### config.mk
export PLATFORM = sky130hd
export DESIGN_NAME = inst_fetch
export DESIGN_NICKNAME = d
export VERILOG_FILES = /design/src/rtl/inst_fetch.sv
export SDC_FILE = /design/constraint.sdc
export NUM_CORES = 1
export LEC_CHECK = 0
export CAP_MARGIN = 20
export CORE_ASPECT_RATIO = 0.9
export CORE_MARGIN = 1.5
export CORE_UTILIZATION = 30
export DETAILED_ROUTE_END_ITERATION = 8
export GPL_TIMING_DRIVEN = 0
export MAX_ROUTING_LAYER = met4
export PLACE_DENSITY = 0.53
export RECOVER_POWER = 25
export SYNTH_ARGS = -nofsm -noshare
export SYNTH_HDL_FRONTEND = slang
export SYNTH_SLANG_ARGS = --single-unit
export TNS_END_PERCENT = 1
### constraint.sdc
create_clock -name clk -period 3.2 [get_ports clk]
set_input_delay 0.64 -clock clk [delete_from_list [all_inputs] [get_ports clk]]
set_output_delay 0.64 -clock clk [all_outputs]
set_load 0.05 [all_outputs]
### src/rtl/inst_fetch.sv
// Instruction fetch stage: one-entry fetch buffer, imem request/ack handshake,
// redirect handling with drain of an in-flight request, and the IF/ID register.
module inst_fetch #(
   parameter logic [31:0] RESET_PC = 32'h0000_0000
) (
   input  logic        clk,
   input  logic        rst,
   input  logic        if_rst,
   input  logic        if_en,
   input  logic        id_rst,
   input  logic        id_en,
   output logic        if_valid,
   input  logic        jump_en,
   input  logic [31:0] exc_target,
   input  logic        branch_taken,
   input  logic [31:0] branch_target,
   output logic        imem_req,
   output logic [31:0] imem_addr,
   input  logic        imem_ack,
   input  logic [31:0] imem_rdata,
   output logic [31:0] inst_id,
   output logic [31:0] pc_id,
   output logic [31:0] pc_next_id,
   output logic        id_valid
);

   typedef enum logic [1:0] {IDLE, RUN, DRAIN} state_t;

   state_t      state, state_nxt;
   logic [31:0] fetch_pc, buf_inst, buf_pc, drain_addr, target;
   logic        buf_valid, pending, redirect, consume, accept;

   assign redirect = jump_en || branch_taken;
   assign target   = jump_en ? exc_target : branch_target;
   assign consume  = id_en && !id_rst && buf_valid && !redirect;
   assign accept   = imem_req && imem_ack;
   assign if_valid = buf_valid;

   // A RUN request still waiting for its ack (pending) must be held; a fresh
   // one is only raised when the buffer has room this cycle.
   always_comb begin
      state_nxt = state;
      imem_req  = 1'b0;
      imem_addr = fetch_pc;
      case (state)
         IDLE: state_nxt = if_rst ? IDLE : RUN;
         RUN: begin
            imem_req = pending ||
                       (if_en && !redirect && !if_rst && (!buf_valid || consume));
            if (pending && !imem_ack && (redirect || if_rst))
               state_nxt = DRAIN;
            else if (if_rst)
               state_nxt = IDLE;
         end
         DRAIN: begin
            imem_req  = 1'b1;
            imem_addr = drain_addr;
            if (imem_ack)
               state_nxt = if_rst ? IDLE : RUN;
         end
         default: state_nxt = IDLE;
      endcase
   end

   always_ff @(posedge clk) begin
      if (rst) begin
         state      <= IDLE;
         fetch_pc   <= RESET_PC;
         buf_inst   <= 32'h0;
         buf_pc     <= 32'h0;
         buf_valid  <= 1'b0;
         pending    <= 1'b0;
         drain_addr <= 32'h0;
      end else begin
         state   <= state_nxt;
         pending <= (state == RUN) && imem_req && !imem_ack && !redirect && !if_rst;
         if (state == RUN && pending && (redirect || if_rst))
            drain_addr <= fetch_pc;
         // Redirects discard any data accepted in the same cycle.
         if (if_rst) begin
            fetch_pc  <= RESET_PC;
            buf_valid <= 1'b0;
         end else if (redirect) begin
            fetch_pc  <= target;
            buf_valid <= 1'b0;
         end else if (state == RUN && accept) begin
            buf_inst  <= imem_rdata;
            buf_pc    <= fetch_pc;
            buf_valid <= 1'b1;
            fetch_pc  <= fetch_pc + 32'd4;
         end else if (consume) begin
            buf_valid <= 1'b0;
         end
      end
   end

   always_ff @(posedge clk) begin
      if (rst || id_rst) begin
         inst_id    <= 32'h0;
         pc_id      <= 32'h0;
         pc_next_id <= 32'h0;
         id_valid   <= 1'b0;
      end else if (id_en) begin
         inst_id    <= consume ? buf_inst : 32'h0;
         pc_id      <= buf_pc;
         pc_next_id <= buf_pc + 32'd4;
         id_valid   <= consume;
      end
   end

endmodule
After elaboration in Yosys (flattened, before gate mapping)
Index checks and enable logic that the tools add are counted.
Widths: inputs -> output; s select.
{"block": "totals", "elab_cells": 65, "output_inout_bits": 131, "ff_bits": 229, "in_bits": 105}
{"block": "op_classes", "n_addsub": 2, "n_eq_ne": 4, "n_reduce_logical": 33, "muxes": 13, "n_bitwise": 2}
{"operator": "$mux 32", "n": 5}
{"operator": "$add 32x3->32 const B", "n": 2}
{"operator": "$logic_and 1x1->1", "n": 16}
{"operator": "$mux 2", "n": 3}
{"operator": "$pmux 2 s3", "n": 1}
{"operator": "$logic_not 1->1", "n": 5}
{"operator": "$logic_or 1x1->1", "n": 5}
{"operator": "$reduce_bool 2->1", "n": 2}
{"operator": "$mux 1", "n": 3}
{"operator": "$ne 3x3->1 const B", "n": 1}
{"operator": "$reduce_and 3->1", "n": 1}
{"operator": "$reduce_or 3->1", "n": 1}
{"operator": "$eq 2x1->1 const B", "n": 1}
{"operator": "$eq 2x2->1 const B", "n": 1}
{"operator": "$logic_not 2->1", "n": 1}
{"operator": "$ne 2x2->1 const B", "n": 1}
{"operator": "$not 1->1", "n": 2}
{"operator": "$pmux 1 s2", "n": 1}
{"operator": "$reduce_and 2->1", "n": 1}
{"operator": "$reduce_or 2->1", "n": 1}

Longest topological paths before layout
{"block": "depth", "ltp_word": 12, "ltp_mapped": 10, "mapped_depth_nobuf": 8}

Least setup slack after synthesis
Ideal clock, no wire load.
{"block": "synth_path", "kind": "register to output", "start": "register state[0]", "end": "output port imem_addr[21]", "path_buffers": 2, "stages_incl_launch_ff": 6, "setup_slack_ps": 416, "required_time_ps": 2560, "t_arrival_ps": 2144, "cell_sequence": "dfxtp_1 inv_1 ha_1 clkbuf_1 buf_1 o21ai_0"}
{"block": "synth_between", "elab_chain_cells": 2}
{"element": "start: declaration", "line": "29", "text": "state_t state, state_nxt;"}
{"element": "start signal: assignment", "line": "75", "text": "state <= state_nxt;"}
{"element": "$eq 2x2->1", "line": "45", "text": "case (state)"}
{"element": "$mux 32", "line": "45"}
{"element": "end: declaration", "line": "18", "text": "output logic [31:0] imem_addr,"}
Every way passes these cells.

Final worst setup path
{"block": "layout_path", "start": "input port branch_taken", "end": "output port imem_req"}
{"block": "layout_between", "elab_chain_cells": 7, "elab_cells_between_ends": 9, "cone_classes": "1 x mux; 8 x reduce/logical"}
{"element": "start: declaration", "line": "15", "text": "input logic branch_taken,"}
{"element": "$logic_or 1x1->1 *", "line": "33", "text": "assign redirect = jump_en || branch_taken;"}
{"element": "$logic_not 1->1 *", "line": "35, 49"}
{"element": "$logic_and 1x1->1 (on tied branches)", "line": "49, 35"}
{"element": "$logic_and 1x1->1 / $logic_or 1x1->1 (equally long branches)", "line": "49", "text": "(if_en && !redirect && !if_rst && (!buf_valid || consume));"}
{"element": "$logic_and 1x1->1 *", "line": "49"}
{"element": "$logic_or 1x1->1 *", "line": "48", "text": "imem_req = pending ||"}
{"element": "$pmux 1 s2 *", "line": "45"}
{"element": "end: declaration", "line": "17", "text": "output logic imem_req,"}
Mark *: on every way between the ends. The rest lies on a longest branch, timed or not.

==> out/qor.yml <==
synth_area_leaders: "dfxtp_1 (47%), nand2_1 (8.8%), a21oi_1 (7.0%)"
p_per_area_nw_per_um2: 494
hold_path_class: "reg -> reg"
viasPerCell: 4.89
finish.utilization_pct: 42.2
synth.top_cell.area_share_pct: 46.6
cts.sinks: 227
syn-cell-area_sq_um: 9740
ys_ff_latch: 227
yosysWarnings: 0
die_x_um: 193
worstHoldStart: "buf_inst[22]"
cts_tree: "yes"
synthFlopType: "dfxtp_1"
worst-r2r-cell-count: 7
routabilityCongestion: 0.834
final_area_sq_um: 13500
grt_max_degree: 14
synth_cell_type_count: 55
clockRootBuffer: "clkbuf_16"
power.switching_mw: 1.59
max_freq_mhz: 312
p_leak_nw: 4.68
postSynthAreaPerCell_sq_um: 8.38
rrSetupSlack_ns: 0.50
irDropWorstVdd_uv: 327
setup_ws_ns: -0.00416
dp_cells: 1812
post-dp-hpwl_mm: 24.4
slew_headroom_pct: 34.3
cts_hold_buffers: 0
die_h_um: 174
port_buffers: 233
multi_input_area_sq_um: 4720
grt_setup_unrepaired: "true"
critPathSlowestCell: "or4b_4"
stdcell_count: 1859
netlist_instances: 1163
grt_pass1_wl_mm: 50.1
hold_viol: 0
track_usage_pct: 19.7
grt_pass1_vias: 8591
p_clk_share_pct: 47.7
first_iter_violations: 587
final_cell_mix: "nand2_1 (228), dfxtp_1 (227), clkdlybuf4s50_1 (204)"
antenna_found_initial: 0
final.setup.tns_ns: -0.00416
yosysTopAreaCell: "dfxtp_1"
synth_edf_count: 0
slew_viol_final: 0
n_antenna_cell: 0
fin_crit_ns: 3.20
combPwrFrac_pct: 8.8
num_io_pins: 236
startpoint_type: "input port"
clk_path_buf_depth: 3
rows: 62
cts-buffers-inserted: 26
min_to: "buf_inst[22]"
crit_start: "branch_taken"
clk_latency_ns: 0.52
overflow: 0
die-area_sq_um: 33600
cts_setup_buffers: 0
worst_ep_required_time_ns: 2.56
endpoint_kind: "output pin"
fin_crit_sh_pct: 100
regArea_sq_um: 4540
coreArea_sq_um: 32000
cap_violations: 0
crit_arrival_ns: 2.56
intPower_mw: 5.07
initial_core_util_pct: 30.5
drtPass1Iterations: 5
critPathKind: "in -> out"
num_vias: 9086
h-tree-depth: 1
clk_pin_slew_ns: 0.06
drc: 0
r2r_end: "pc_next_id[26]"
crit_chain: "clkdlybuf4s50_1 > or4b_4 > a2111o_1 > nand2_1 > clkbuf_4"
async_flop_share_pct: 0
worstMarginPinSlew_ns: 0.976
holdPathStages: 2
wl_per_cell_um: 17.6
drive_above_1_share_pct: 8.11
final_nets: 1534
p_sw_share_pct: 23.9
drt_wl_total_mm: 32.8
status: "finished, violations left"
finalSetupViolCount: 1
worst-path-max-fanout: 3
fillers: 3290
syn_to_final_growth_pct: 38.5
syn-num-nets: 1274
finalClockSkew_ns: 0.0112
placedInstanceArea_sq_um: 12600
violations: "negative setup slack"
worstReg2RegStart: "buf_pc[5]"
power_frac_seq_pct: 43.4
final_common_cell: "nand2_1"
ant_nets: 0
seq_area_frac_synth_pct: 46.6
max_stage_delay_ns: 0.58
worst max-delay path by stage:
stage | to | slack, ns | cells past startpoint
global placement | imem_req | -0.55 | 5
floorplan | imem_addr[21] | 0.42 | 5
finish | imem_req | -0.004 | 5
global route | imem_req | -0.02 | 5
CTS | imem_req | -0.12 | 5
detailed placement | imem_req | -0.55 | 5
layout make-up:
class | instances | area share (%)
plain buffers | 92 | 3.27
clock buffers | 35 | 5.29
clock inverters | 13 | 1.55
inverters | 14 | 0.389
multi-input cells | 829 | 35.0
flip-flops and latches | 227 | 33.7
well taps | 416 | 3.86
repair buffers | 233 | 17.0
critical path: cells and delay by family:
kind	cells	cell delay, ns
simple gates	2	0.73
buf+inv	2	0.72
compound gates	1	0.47
cells by family after synthesis:
group / Yosys count / synth area share, %
buffers and inverters: 107 / 5.01
DFF: 227 / 46.6
muxes: 68 / 7.37
AOI/OAI and AO/OA: 273 / 16.9
adders and majority gates: 6 / 0.770
xor gates and xnor gates: 47 / 4.23
and+or+nand+nor: 435 / 19.1
through the flow:
step / total power [mW] / setup WS (ns) / hold WS [ns]
after floorplan: 3.26 / 0.416 / 0.433
after global placement: 3.55 / -0.554 / 0.438
after detailed placement: 3.55 / -0.551 / 0.446
after CTS: 6.73 / -0.123 / 0.454
after global routing: 6.88 / -0.0212 / 0.468
final: 6.66 / -0.00416 / 0.452
registers in the layout (all words and copies together) (netlist names):
signal      flops
drain_addr     32
fetch_pc       32
pending         1
pc_id          32
buf_inst       32
id_valid        1
inst_id        32
buf_pc         32
state           2
if_valid        1
pc_next_id     30
timing repair:
action | in CTS | in global routing
endpoints found under the setup margin | 33 | 72
gates cloned | 0 | 0
gates resized for setup | 35 | 9
power by group through the flow:
stage | logic, mW | clock network (mW) | registers [mW]
after floorplan | 0.278 | 0 | 2.98
after global placement | 0.599 | 0 | 2.95
after detailed placement | 0.600 | 0 | 2.95
after CTS | 0.591 | 3.25 | 2.89
after global routing | 0.628 | 3.36 | 2.90
final | 0.588 | 3.18 | 2.89
Yosys cell counts (all sizes together), types with 2 or more instances:
master and n:
inv 13, clkbuf 61, a22oi 39, nor2 113, or3 3, a21oi 143
nor4 3, a211oi 13, xnor2 27, nor2b 2, nand2b 2, xor2 20
or2 3, nor3 15, mux2 30, nand4 13, o221ai 10, a31oi 5
dfxtp 227, nand2 229, and4 9, nor4b 3, o22ai 12, and2 4
buf 32, mux2i 38, nand3 27, a221oi 3, and3 7, o21ai 35
ha 6
routing by layer:
layer,track usage (%),part of all wire (%),wire length (um),vias up
li1,-,-,-,4550
met1,29.0,50,16300,4204
met2,28.9,43,14200,294
met3,2.10,5.2,1690,38
met4,4.39,1.9,633,0
met5,-,0,0,-
Power figures use the tool's default switching activity.
